File: src/rtl/route_lookup_arb_pkg.sv
// route_lookup_arb_pkg: widths, direction codes and helpers shared by the router,
// the routing table and the lookup arbiter.
package route_lookup_arb_pkg;
    localparam int ADDR_BITS = 4;
    localparam int BITS_DIR  = 3;
    localparam int NUM_NODES = 16;

    typedef enum logic [BITS_DIR-1:0] {
        DIR_NORTH = 3'd0,
        DIR_EAST  = 3'd1,
        DIR_SOUTH = 3'd2,
        DIR_WEST  = 3'd3,
        DIR_LOCAL = 3'd4
    } dir_e;

    function automatic int next_port(input int w, input int n);
        return (w == n - 1) ? 0 : w + 1;
    endfunction
endpackage

File: src/rtl/route_lookup_arb_rr_arbiter.sv
// rr_arbiter: combinational round-robin pick of the first eligible port at or after ptr.
module rr_arbiter #(
    parameter int NUM_PORTS = 5,
    parameter int PW        = (NUM_PORTS > 1) ? $clog2(NUM_PORTS) : 1
) (
    input  logic [NUM_PORTS-1:0] elig,
    input  logic [PW-1:0]        ptr,
    output logic [NUM_PORTS-1:0] gnt,
    output logic [PW-1:0]        win
);
    logic [PW-1:0] k;

    // Scan furthest offset first so the closest eligible port to ptr wins.
    always_comb begin
        gnt = '0;
        win = '0;
        k   = '0;
        for (int i = NUM_PORTS - 1; i >= 0; i--) begin
            k = PW'((int'(ptr) + i) % NUM_PORTS);
            if (elig[k]) begin
                gnt    = '0;
                gnt[k] = 1'b1;
                win    = k;
            end
        end
    end
endmodule

File: src/rtl/route_lookup_arb.sv
// route_lookup_arb: shares the routing table read port among input ports; grant in
// stage A, capture of the table output and one-hot ack in stage B.
module route_lookup_arb #(
    parameter int NUM_PORTS = 5,
    parameter int ADDR_BITS = route_lookup_arb_pkg::ADDR_BITS,
    parameter int DIR_BITS  = route_lookup_arb_pkg::BITS_DIR
) (
    input  logic                           clk,
    input  logic                           reset,
    input  logic [NUM_PORTS-1:0]           req,
    input  logic [NUM_PORTS*ADDR_BITS-1:0] req_addr,
    output logic [NUM_PORTS-1:0]           ack,
    output logic [DIR_BITS-1:0]            rsp_dir,
    output logic [ADDR_BITS-1:0]           table_addr,
    input  logic [DIR_BITS-1:0]            table_data
);
    import route_lookup_arb_pkg::*;

    localparam int PW = (NUM_PORTS > 1) ? $clog2(NUM_PORTS) : 1;

    logic [NUM_PORTS-1:0] elig, gnt, gnt_q, ack_q, ack_d;
    logic [PW-1:0]        win, ptr_q, ptr_d;
    logic [ADDR_BITS-1:0] table_addr_q, table_addr_d;
    logic [DIR_BITS-1:0]  rsp_dir_q, rsp_dir_d;
    logic                 lkp_vld_q, lkp_vld_d;

    // A port with a lookup in flight or being acknowledged is not re-granted.
    assign elig = req & ~(gnt_q | ack_q);

    rr_arbiter #(.NUM_PORTS(NUM_PORTS), .PW(PW)) u_arb (
        .elig(elig),
        .ptr (ptr_q),
        .gnt (gnt),
        .win (win)
    );

    always_comb begin
        lkp_vld_d    = |elig;
        ptr_d        = lkp_vld_d ? PW'(next_port(int'(win), NUM_PORTS)) : ptr_q;
        table_addr_d = lkp_vld_d ? req_addr[int'(win)*ADDR_BITS +: ADDR_BITS] : table_addr_q;
        ack_d        = lkp_vld_q ? gnt_q : '0;
        rsp_dir_d    = lkp_vld_q ? table_data : rsp_dir_q;
    end

    always_ff @(posedge clk or posedge reset) begin
        if (reset) begin
            gnt_q        <= '0;
            lkp_vld_q    <= 1'b0;
            ptr_q        <= '0;
            table_addr_q <= '0;
            ack_q        <= '0;
            rsp_dir_q    <= '0;
        end else begin
            gnt_q        <= gnt;
            lkp_vld_q    <= lkp_vld_d;
            ptr_q        <= ptr_d;
            table_addr_q <= table_addr_d;
            ack_q        <= ack_d;
            rsp_dir_q    <= rsp_dir_d;
        end
    end

    assign ack        = ack_q;
    assign rsp_dir    = rsp_dir_q;
    assign table_addr = table_addr_q;
endmodule

File: config.mk
export PLATFORM = sky130hd
export DESIGN_NAME = route_lookup_arb
export DESIGN_NICKNAME = d
export VERILOG_FILES = /design/src/rtl/route_lookup_arb_pkg.sv /design/src/rtl/route_lookup_arb_rr_arbiter.sv /design/src/rtl/route_lookup_arb.sv
export SDC_FILE = /design/constraint.sdc
export NUM_CORES = 1
export LEC_CHECK = 0
export BUFFER_PORTS_ARGS = -buffer_cell sky130_fd_sc_hd__clkbuf_2
export CAP_MARGIN = 20
export CORE_ASPECT_RATIO = 1.2
export CORE_UTILIZATION = 59
export DETAILED_ROUTE_END_ITERATION = 6
export GPL_ROUTABILITY_DRIVEN = 0
export PLACE_DENSITY = 0.82
export SYNTH_ARGS = -nofsm -noshare
export SYNTH_HDL_FRONTEND = slang
export SYNTH_SLANG_ARGS = --single-unit
File: constraint.sdc
create_clock -name clk -period 5.75 [get_ports clk]
set_input_delay 0.2875 -clock clk [delete_from_list [all_inputs] [get_ports clk]]
set_output_delay 0.2875 -clock clk [all_outputs]
set_load 0.02 [all_outputs]
==> run summary <==
Fin crit period: 5.13 ns
CTS Sinks: 21
Worst hold path type: in -> async
Fillers: 384
Initial antenna violation count: 0
Largest net degree at the start of global routing: 31
Post-route insts no fill: 466
Die outline area: 5120 µm²
Syn avg cell area: 7.64 µm²
Vias: 3082
Chip Height: 78.2 µm
CTS tree: yes
WP depth: 20
Nets: 462
Number of diodes: 0
Library cells used by synthesis: 69
R2R Path End: ptr_q[2]$_DFFE_PP0P_
Via density: 6.61
Global-route wire length before repair: 12.7 mm
Iter 0 DRT Violations: 330
Rows: 27
H-tree Lvls: 1
Setup WS post-layout: 0.618 ns
Max cap viols: 0
Slowest stage delay, CP: 0.57 ns
Gr usage total: 31.3%
Number of flops mapped to enable cells by yosys: 0
Final setup viols: 0
Crit path buf inv count: 3
Yosys warns: 0
Most common cell after layout, fill and taps aside: nand2_1
I/O Buffers: 41
Slew @ Worst Pin: 0.789 ns
Worst-path fanout max: 14
Drt pass-1 iters: 5
Setup TNS: 0 ns
Crit end category: register
DRC: 0
Most used cell along the critical path: ha_1
Worst EP arrival: 5.32 ns
FFs w/ async S/R, synth: 100%
Critical path cell sequence: inv_1 -> ha_1 -> nor2_1 -> o21ai_0 -> xnor2_1 -> ha_1 -> fa_1 -> a21boi_1 -> o21ai_2 -> xnor2_1 -> o21ai_0 -> a22oi_1 -> nor2_1 -> o31ai_2 -> buf_4 -> a21o_1 -> clkinv_1 -> ha_1 -> o221a_1 -> a21oi_1
Final Hold Fails: 0
Vias in the first global route: 2847
FF-to-FF path depth: 20
Worst setup SP type: register
Clock transition at the registers of the reported paths: 0.08 ns
Horiz. Die Dim: 65.5 µm
Synth Cell Area: 2850 µm²
Commonest register cell after synthesis: dfrtp_1
Skew-Pair Late Insertion Delay: 0.26 ns
Post-synthesis cell count: 373
Worst R2R Start: ptr_q[2]$_DFFE_PP0P_
Starting Density: 61.6%
Slowest cell on the critical path: dfrtp_2
Outcome: finished clean
Synth Net Count: 426
Avg WL per Cell: 16.8 µm
HPWL after DPL: 6.08 mm
Critical setup path kind: reg -> reg
I/O pin total: 42
Register area share after synthesis: 18.4%
Clock Skew: 0.00638 ns
Most frequent cells in the layout: nand2_1, clkbuf_2, nor2_1
Core area: 4630 µm²
Drt total wl: 7.82 mm
Cts bufs inserted: 3
Area growth from synthesis to layout: 10.6%
Pre-CTS setup slack: 0.480 ns
CTS root buf: clkbuf_8
Top delay family on crit path: compound AO/OA/AOI/OAI gates
WP data required: 5.94 ns
Relative slew slack: 47.4%
Placed insts: 461
RSZ-0062 raised after global routing: no
Yosys reg bits: 21
Total gr overflow: 0
Max Fclk: 195 MHz
Detail Route Antenna Nets: 0
Final worst-path cycle share: 89.3%
Pins Over Slew Limit: 0
CTS Buffer Depth: 2
R2R Setup Slk: 0.62 ns
Layout cells sized above 1: 18.9%
[layout make-up]
cell class | instances | area [µm²] | area share, %
clock inverters | 1 | 7.51 | 0.238
well taps | 58 | 72.6 | 2.30
clock buffers | 3 | 41.3 | 1.31
inverters | 17 | 63.8 | 2.02
multi-input cells | 318 | 2180 | 69.2
repair buffers | 48 | 258 | 8.17
flip-flops and latches | 21 | 527 | 16.7
[logic make-up (layout without fill, tap and decap cells)]
group / count (synthesis) / after routing / synth area share [%]
buffers and inverters: 34 / 69 / 5.00
AOI/OAI and AO/OA: 129 / 129 / 31.9
muxes: 19 / 19 / 7.37
and+or+nand+nor: 137 / 137 / 23.3
adders and majority gates: 23 / 23 / 10.4
xor gates and xnor gates: 10 / 10 / 3.60
DFF: 21 / 21 / 18.4
[cells in the mapped netlist, types with 7 or more instances]
cell	count	area (µm²)
nor2_1	31	116
clkbuf_1	7	26.3
o211ai_1	14	105
xnor2_1	8	70.1
dfrtp_1	21	526
mux2i_1	12	120
o21ai_0	20	100
inv_1	15	56.3
nand2_1	50	188
a21oi_1	27	135
ha_1	22	275
nand3_1	9	45.0
and2_1	7	43.8
[layer usage]
metal	up-vias	routed length (µm)	track usage, %
met5	-	0	0
met4	0	208	15.2
met3	20	446	1.45
met2	147	4000	57.1
met1	1463	3160	36.3
li1	1452	-	-
[stage by stage]
step | hold slack (ns) | util [%] | cell area (µm²)
3_3_place_gp | 0.434 | 66.9 | 3100
3_5_place_dp | 0.451 | 66.9 | 3100
2_1_floorplan | 0.264 | - | 2850
4_1_cts | 0.158 | 67.9 | 3140
5_1_grt | 0.228 | 68.1 | 3150
6_report | 0.143 | 68.1 | 3150
[what timing repair did]
action / in CTS / in global routing
gates resized for setup: 0 / 1
setup endpoints to repair: 0 / 3
hold buffers: 0 / 0
buffers inserted: 0 / 0
[registers in the layout, indices dropped and copies added, names as in the netlist]
name	cells
ack	5
gnt_q	5
table_addr	4
ptr_q	3
rsp_dir	3
lkp_vld_q	1
[worst max-delay path by stage]
| stage | startpoint | slack [ns] | to |
|---|---|---|---|
| 2_1_floorplan | ptr_q[0]$_DFFE_PP0P_ | 0.92 | ptr_q[2]$_DFFE_PP0P_ |
| 3_3_place_gp | ptr_q[2]$_DFFE_PP0P_ | 0.57 | ptr_q[2]$_DFFE_PP0P_ |
| 3_5_place_dp | ptr_q[2]$_DFFE_PP0P_ | 0.48 | ptr_q[2]$_DFFE_PP0P_ |
| 4_1_cts | ptr_q[2]$_DFFE_PP0P_ | 0.45 | ptr_q[2]$_DFFE_PP0P_ |
| 5_1_grt | ptr_q[1]$_DFFE_PP0P_ | 0.08 | ptr_q[1]$_DFFE_PP0P_ |
| 6_report | ptr_q[2]$_DFFE_PP0P_ | 0.62 | ptr_q[2]$_DFFE_PP0P_ |
Power is not shown: default switching activity piles up to over one toggle a cycle in this logic, so the estimate is an artifact.
